[src/rtl/sram_bridge_1x3.sv]
`default_nettype none
// ============================================================================
// sram_bridge_1x3 : one sram-like master routed to three slaves by address,
//                   responses merged back in request order.
// Revision: 1.0
// ============================================================================
module sram_bridge_1x3 #(
  parameter logic [31:0] S1_BASE = 32'h1faf_0000,
  parameter logic [31:0] S1_MASK = 32'hffff_0000,
  parameter logic [31:0] S2_BASE = 32'h1fc0_0000,
  parameter logic [31:0] S2_MASK = 32'hfff0_0000,
  parameter int          DEPTH   = 4
) (
  input  logic        clk,
  input  logic        resetn,
  input  logic        m_req,
  input  logic        m_wr,
  input  logic [1:0]  m_size,
  input  logic [31:0] m_addr,
  input  logic [31:0] m_wdata,
  output logic        m_addr_ok,
  output logic        m_data_ok,
  output logic [31:0] m_rdata,
  output logic [2:0]  s_req,
  output logic        s_wr,
  output logic [1:0]  s_size,
  output logic [31:0] s_addr,
  output logic [31:0] s_wdata,
  input  logic [2:0]  s_addr_ok,
  input  logic [2:0]  s_data_ok,
  input  logic [95:0] s_rdata,
  output logic        err_unexp
);

  localparam int             AW       = $clog2(DEPTH);
  localparam logic [AW:0]    FULL_CNT = (AW+1)'(DEPTH);

  logic [1:0]    fifo_q [DEPTH];
  logic [AW-1:0] wr_ptr_q, wr_ptr_d;
  logic [AW-1:0] rd_ptr_q, rd_ptr_d;
  logic [AW:0]   count_q, count_d;
  logic [1:0]    last_tgt_q, last_tgt_d;
  logic          err_q, err_d;

  logic [1:0]    w_tgt;
  logic [1:0]    w_head;
  logic          w_nonempty;
  logic          w_issue_ok;
  logic          w_tgt_aok;
  logic          w_head_dok;
  logic [31:0]   w_head_data;
  logic [2:0]    w_expect;
  logic          w_push;
  logic          w_pop;

  // Slave 1 window wins when both windows match.
  always_comb begin
    w_tgt = 2'd0;
    if ((m_addr & S1_MASK) == S1_BASE) begin
      w_tgt = 2'd1;
    end else if ((m_addr & S2_MASK) == S2_BASE) begin
      w_tgt = 2'd2;
    end
  end

  assign w_head     = fifo_q[rd_ptr_q];
  assign w_nonempty = (count_q != '0);

  // Switching slaves only once everything has drained keeps returns in order.
  assign w_issue_ok = (count_q != FULL_CNT) && (!w_nonempty || (w_tgt == last_tgt_q));

  always_comb begin
    w_tgt_aok   = s_addr_ok[0];
    w_head_dok  = s_data_ok[0];
    w_head_data = s_rdata[31:0];
    case (w_tgt)
      2'd1:    w_tgt_aok = s_addr_ok[1];
      2'd2:    w_tgt_aok = s_addr_ok[2];
      default: w_tgt_aok = s_addr_ok[0];
    endcase
    case (w_head)
      2'd1: begin
        w_head_dok  = s_data_ok[1];
        w_head_data = s_rdata[63:32];
      end
      2'd2: begin
        w_head_dok  = s_data_ok[2];
        w_head_data = s_rdata[95:64];
      end
      default: begin
        w_head_dok  = s_data_ok[0];
        w_head_data = s_rdata[31:0];
      end
    endcase
  end

  assign s_req     = (resetn && m_req && w_issue_ok) ? (3'b001 << w_tgt) : 3'b000;
  assign m_addr_ok = resetn && m_req && w_issue_ok && w_tgt_aok;
  assign m_data_ok = resetn && w_nonempty && w_head_dok;
  assign m_rdata   = w_nonempty ? w_head_data : 32'h0;

  assign s_wr    = m_wr;
  assign s_size  = m_size;
  assign s_addr  = m_addr;
  assign s_wdata = m_wdata;

  assign w_push   = m_addr_ok;
  assign w_pop    = m_data_ok;
  assign w_expect = w_nonempty ? (3'b001 << w_head) : 3'b000;

  always_comb begin
    wr_ptr_d   = wr_ptr_q;
    rd_ptr_d   = rd_ptr_q;
    count_d    = count_q;
    last_tgt_d = last_tgt_q;
    err_d      = err_q | (|(s_data_ok & ~w_expect));
    if (w_push) begin
      wr_ptr_d   = wr_ptr_q + AW'(1);
      last_tgt_d = w_tgt;
    end
    if (w_pop) begin
      rd_ptr_d = rd_ptr_q + AW'(1);
    end
    case ({w_push, w_pop})
      2'b10:   count_d = count_q + (AW+1)'(1);
      2'b01:   count_d = count_q - (AW+1)'(1);
      default: count_d = count_q;
    endcase
  end

  always_ff @(posedge clk or negedge resetn) begin
    if (!resetn) begin
      wr_ptr_q   <= '0;
      rd_ptr_q   <= '0;
      count_q    <= '0;
      last_tgt_q <= 2'd0;
      err_q      <= 1'b0;
    end else begin
      wr_ptr_q   <= wr_ptr_d;
      rd_ptr_q   <= rd_ptr_d;
      count_q    <= count_d;
      last_tgt_q <= last_tgt_d;
      err_q      <= err_d;
    end
  end

  // Entry contents are only read while count marks them valid, so no reset.
  always_ff @(posedge clk) begin
    if (w_push) begin
      fifo_q[wr_ptr_q] <= w_tgt;
    end
  end

  assign err_unexp = err_q;

endmodule
`default_nettype wire

[config.mk]
export PLATFORM = sky130hd
export DESIGN_NAME = sram_bridge_1x3
export DESIGN_NICKNAME = d
export VERILOG_FILES = /design/src/rtl/sram_bridge_1x3.sv
export SDC_FILE = /design/constraint.sdc
export NUM_CORES = 1
export LEC_CHECK = 0
export BUFFER_PORTS_ARGS = -buffer_cell sky130_fd_sc_hd__buf_2
export CAP_MARGIN = 20
export CELL_PAD_IN_SITES_DETAIL_PLACEMENT = 1
export CELL_PAD_IN_SITES_GLOBAL_PLACEMENT = 1
export CORE_MARGIN = 1.5
export CORE_UTILIZATION = 19
export CTS_BUF_LIST = sky130_fd_sc_hd__clkbuf_4 sky130_fd_sc_hd__clkbuf_8
export DETAILED_ROUTE_END_ITERATION = 6
export GPL_TIMING_DRIVEN = 0
export HOLD_SLACK_MARGIN = 0.08
export MAX_ROUTING_LAYER = met4
export PLACE_DENSITY_LB_ADDON = 0.12
export SLEW_MARGIN = 20
export SYNTH_ARGS = -nofsm -noshare
export SYNTH_HDL_FRONTEND = slang
export SYNTH_SLANG_ARGS = --single-unit
[constraint.sdc]
create_clock -name clk -period 3.09 [get_ports clk]
set_input_delay 0.309 -clock clk [delete_from_list [all_inputs] [get_ports clk]]
set_output_delay 0.309 -clock clk [all_outputs]
set_load 0.02 [all_outputs]
Word level (Yosys, flattened, before mapping)
Memory sizes are Yosys's and may differ from the RTL's.
Cells that the tools add are included.
{ "word_totals": {"ff_bits": 10, "mem_count": 1, "input_bits": 172, "ram_bits": 8, "wordCells": 47} }
{ "mem_list": {"columns": ["name", "words", "word_bits", "rd", "rd_ports_with_merged_regs", "write_ports", "line_no", "source"], "rows": [
  ["fifo_q", 4, 2, 1, 0, 1, "38", "logic [1:0] fifo_q [DEPTH];"]
]} }
{ "classes": {"n_mux": 11, "shift": 2, "addsub": 4, "n_reduce_logical": 11, "eq_ne": 10, "n_bitwise": 3} }
{ "ops": {"columns": ["op", "n"], "rows": [
  ["case mux 32 bit (2 select lines)", 1],
  ["two-way mux 32 bit", 1],
  ["== test 16 x 13 -> 1 bit (second input constant)", 1],
  ["== test 12 x 9 -> 1 bit (second input constant)", 1],
  ["== test 2 x 1 -> 1 bit (second input constant)", 3],
  ["== test 2 bit (second input constant)", 3],
  ["logical AND 1 bit", 6],
  ["two-way mux 3 bit", 2],
  ["case mux 3 bit (2 select lines)", 1],
  ["left shift 1 x 2 -> 3 bit (first input constant)", 2],
  ["adder 2 x 1 -> 2 bit (second input constant)", 2],
  ["two-way mux 2 bit", 2],
  ["case mux 1 bit (2 select lines)", 2],
  ["adder 3 x 1 -> 3 bit (second input constant)", 1],
  ["AND 3 bit", 1],
  ["inequality test 3 bit (second input constant)", 1],
  ["inverter 3 bit", 1],
  ["nonzero test 3 bit", 1],
  ["OR reduction 3 bit", 1],
  ["subtractor 3 x 1 -> 3 bit (second input constant)", 1],
  ["== test 2 bit", 1],
  ["two-way mux 1 bit", 2],
  ["nonzero test 2 bit", 1],
  ["zero test 1 bit", 1],
  ["2 further kinds", 2]
]} }

Longest topological paths before layout
{ "depth": {"ltp_word": 10, "ltp_mapped": 12} }

Worst setup path after synthesis
OpenSTA, ideal clock, no wires.
{ "synth_path": {"path_kind": "register to register", "from": "register rd_ptr_q[0]", "to": "register count_q[2]", "setup_ns": 0.079, "setup_slack_ns": -0.371, "t_required_ns": 3.011, "path_buffers": 1, "t_arrival_ns": 3.382, "stages_incl_launch_ff": 13, "path_cell_list": "dfrtp_1 -> mux4_2 -> inv_1 -> ha_1 -> clkbuf_1 -> a22oi_1 -> a211oi_1 -> ha_1 -> inv_1 -> fa_1 -> xor2_1 -> nor2_1 -> xor2_1"} }
{ "synth_between": {"elab_chain_len": 6, "word_cells_on_any_way": 9, "cone_classes": "4 x eq/ne; 2 x mux; 2 x reduce/logical; 1 x memory"} }
{ "synth_lines": {"columns": ["item", "line_no", "source"], "rows": [
  ["from (decl)", "40", "logic [AW-1:0] rd_ptr_q, rd_ptr_d;"],
  ["from (signal assigned)", "140", "rd_ptr_q <= rd_ptr_d;"],
  ["memory read (4 x 2 bit) *", null, null],
  ["== test 2 bit / == test 2 x 1 -> 1 bit (equally long branches)", "81", "case (w_head)"],
  ["case mux 1 bit (2 select lines) *", "81", null],
  ["logical AND 1 bit *", "99", "assign m_data_ok = resetn && w_nonempty && w_head_dok;"],
  ["net m_data_ok", "22", "output logic m_data_ok,"],
  ["== test 2 x 1 -> 1 bit / == test 2 bit (equally long branches)", "124", "case ({w_push, w_pop})"],
  ["case mux 3 bit (2 select lines) / nonzero test 2 bit (equally long branches)", null, null],
  ["to (signal assigned)", "141", "count_q <= count_d;"],
  ["to (decl)", "41", "logic [AW:0] count_q, count_d;"]
]} }
Mark *: on every way through the listed nets, which the timed path passes. The rest lies on a longest branch.
A chain may end at the register's enable or synchronous reset.

Final worst setup path
{ "layout_path": {"from": "register rd_ptr_q[0]", "to": "register count_q[2]"} }
{ "layout_between": {"elab_chain_len": 6, "word_cells_on_any_way": 9, "cone_classes": "4 x eq/ne; 2 x mux; 2 x reduce/logical; 1 x memory"} }
{ "layout_lines": {"columns": ["item", "line_no"], "rows": [
  ["memory read (4 x 2 bit) *", null],
  ["== test 2 bit / == test 2 x 1 -> 1 bit (equally long branches)", "81"],
  ["case mux 1 bit (2 select lines) *", "81"],
  ["logical AND 1 bit *", "99"],
  ["== test 2 x 1 -> 1 bit / == test 2 bit (equally long branches)", "124"],
  ["case mux 3 bit (2 select lines) / nonzero test 2 bit (equally long branches)", null]
]} }
Mark *: on every way between the ends. The rest lies on a longest branch, timed or not.

==> flow_summary.ini <==
[die]
die_area_sq_um = 12700
starting_density = 0.197
pin_count = 277
num_rows = 39
die-height_um = 113
core_area_sq_um = 11600
die_w_um = 113

[place]
dp_slack_ns = -0.327
placedInstanceArea_sq_um = 3600
place.detailed.hpwl_um = 8540
gp_routability_congestion = 0.792
number_of_buffers_added_on_ports = 225

[finish]
finish.net_count = 690
layout_commonest_cell = sky130_fd_sc_hd__buf_2
area_growth_from_synthesis_to_layout_pct = 66.1
post-route-cell-area_sq_um = 3790
commonest_non_fill_non_tap_cells_in_the_layout = sky130_fd_sc_hd__buf_2, sky130_fd_sc_hd__buf_4, sky130_fd_sc_hd__a22oi_1, sky130_fd_sc_hd__nor2_1, sky130_fd_sc_hd__a211oi_1
drive_above_1_share = 0.665

[global_route]
vias_in_the_first_global_route = 2829
grt_remaining_overflow = 0
gr-usage-all-layers = 0.145
grt_first_pass_wirelength_um = 14500
grt_antenna_before_repair = 1
grt_max_degree = 13

[sta]
worst-slew-pin-transition_ns = 1.04
worst_slack_on_hold_paths_ns = 0.300
setup_ws_ns = 0.181
timing_hold_violations_final = 0
fin_tns_setup_ns = 0
rsz0062_at_grt = false
final_min_period_over_clock_period = 0.941
finalWorstPathRequiredPeriod_ns = 2.91
maxClockFrequency_ghz = 0.344
clock_skew_ns = 0.00158
report.final.slew_viol_count = 0
final-setup-viol-count = 0
max_slew_margin = 0.303

[clock_network]
clock_tree_from_tritoncts = done
cts_num_sinks = 18
ctsRootBufferMaster = sky130_fd_sc_hd__clkbuf_8
clock_insertion_delay_worst_skew_ns = 0.25
clk_path_buf_depth = 2
cts.htree.levels = 1
clkTransAtPathRegs_ns = 0.07
tritoncts.num_buffers = 3

[status]
failed_checks = DRC
run_status = finished with violations

[pwr]
power.leakage_nw = 1.96
pwr_density_cell_nw_per_um2 = 1010
ir_drop_worst_case_vdd_v = 0.000279

[critical_path]
crit-reg2reg-capture = count_q[2]
critical_path.most_common_cell = sky130_fd_sc_hd__xor2_1
cp_max_fo = 7
crit_path_largest_cell_delay_ns = 0.57
critical_path_required_ns = 3.26
worst_reg2reg_setup_slack_ns = 0.18
worst-r2r-cell-count = 11
worstSetupPathType = register to register
cp-end-kind = register
start_kind = register
cpMaxStageDelayCell = sky130_fd_sc_hd__mux4_2
worst_r2r_startpoint = rd_ptr_q[0]
timing.critical_path.cells = mux4_2, inv_2, ha_4, a22oi_1, a211oi_4, ha_2, inv_1, fa_1, xor2_1, nor2_1, xor2_1
cp.arrival_ns = 3.08

[detailed_routing]
total_wire_length_um = 9940
drt_iter0_markers = 133
drt_pass1_iterations = 7
avgViaCountPerCell = 4.36
drcViolationCount = 20
num_vias = 2840
final_antenna_net_count = 0
detail_route.wl_per_cell_um = 15.2

[synthesis]
ys_ff_latch = 18
async_flop_share = 0.556
syn-instance-count = 270
synthesis.area_per_instance_sq_um = 8.45
netlist-cell-type-count = 33
syn_area_sq_um = 2280
synth_warnings = 0
syn-num-nets = 451
post_synth_top_flop = sky130_fd_sc_hd__dfrtp_1
ys_seq_area_frac = 0.215
synth_edf_count = 8

[min_path]
min_path_cells = 3
hold_path_startpoint = s_data_ok[0]
worst_hold_path_type = primary input to register
timing.hold.worst_endpoint = err_unexp

[job]
maxCapViolations = 0
[sequential cells by signal (all words and copies together) (netlist names)]
signal and cells:
count_q 3, err_unexp 1, fifo_q 8, last_tgt_q 2, rd_ptr_q 2, wr_ptr_q 2
[cells by family after synthesis]
logic type / Yosys count / synth area share
buffers and inverters: 93 / 0.263
AO/OA/AOI/OAI: 75 / 0.251
AND/OR/NAND/NOR: 62 / 0.148
flip-flops: 18 / 0.215
adder cells (fa/ha/maj): 9 / 0.0527
XOR/XNOR: 8 / 0.0307
multiplexers: 5 / 0.0395
[per-stage QoR]
stage          power, mW  utilization  std cells
2_1_floorplan       2.48            -        270
3_3_place_gp        3.54        0.311        638
3_5_place_dp        3.56        0.311        638
4_1_cts             3.78        0.317        641
5_1_grt             4.15        0.328        652
6_report            3.83        0.328        652
[synthesized netlist by cell type (2+ instances only)]
cell	number	area, sq um
sky130_fd_sc_hd__mux4_2	2	45.0
sky130_fd_sc_hd__o21ai_0	3	15.0
sky130_fd_sc_hd__a211oi_1	33	248
sky130_fd_sc_hd__nor2_1	35	131
sky130_fd_sc_hd__a22oi_1	35	263
sky130_fd_sc_hd__edfxtp_1	8	240
sky130_fd_sc_hd__nand4_1	2	12.5
sky130_fd_sc_hd__nand2_1	7	26.3
sky130_fd_sc_hd__inv_1	8	30.0
sky130_fd_sc_hd__xnor2_1	5	43.8
sky130_fd_sc_hd__ha_1	8	100
sky130_fd_sc_hd__or3_1	2	12.5
sky130_fd_sc_hd__dfrtp_1	10	250
sky130_fd_sc_hd__buf_4	67	503
sky130_fd_sc_hd__a21oi_1	2	10.0
sky130_fd_sc_hd__clkbuf_1	17	63.8
sky130_fd_sc_hd__and2b_2	2	17.5
sky130_fd_sc_hd__nor3_1	2	10.0
sky130_fd_sc_hd__xor2_1	3	26.3
sky130_fd_sc_hd__and2_2	4	30.0
sky130_fd_sc_hd__mux2_4	3	45.0
[final cells by class]
cell class	count	area, sq um
fill	1508	7780
timing repair buffer	236	1210
inverter	8	30.0
multi-input combinational	159	1240
tap	143	179
buffer	83	577
antenna	1	2.50
sequential	18	492
clock buffer	4	55.1
[what timing repair did]
action                     CTS  global route
setup buffers                0            10
hold endpoints to repair    10             0
resized for setup            7            15
hold buffers                 1             0
setup endpoints to repair   31            26
pin swaps                    2             4
[layer usage]
metal,share of wire,track usage,vias up
li1,-,-,1375
met1,0.37,0.164,1337
met2,0.55,0.282,126
met3,0.078,0.0211,2
met4,0.0012,0.00759,0
met5,0,-,-
[power by group]
part	internal, mW	total [mW]	switching [mW]
Clock	0.113	0.190	0.0773
Sequential	0.309	0.363	0.0543
Combinational	1.21	3.28	2.07
Total	1.63	3.83	2.21
[worst max path at each step]
stage	cells past startpoint	startpoint	slack [ns]	end
floorplan	12	rd_ptr_q[0]	0.04	count_q[2]
detailed placement	13	m_addr[29]	-0.33	count_q[2]
global placement	13	m_addr[29]	-0.20	count_q[2]
CTS	11	rd_ptr_q[0]	0.005	count_q[2]
global route	11	rd_ptr_q[0]	0.02	count_q[2]
finish	11	rd_ptr_q[0]	0.18	count_q[2]
[critical path, delay by kind of cell (launching register included)]
kind	cells	cell delay (ns)
compound gates	2	0.47
xor+xnor	2	0.30
fa+ha+maj	3	0.80
buf+inv	2	0.17
flops	1	0.42
mux	1	0.57
simple gates	1	0.11
No activity file was read; power rests on OpenSTA's default activity.
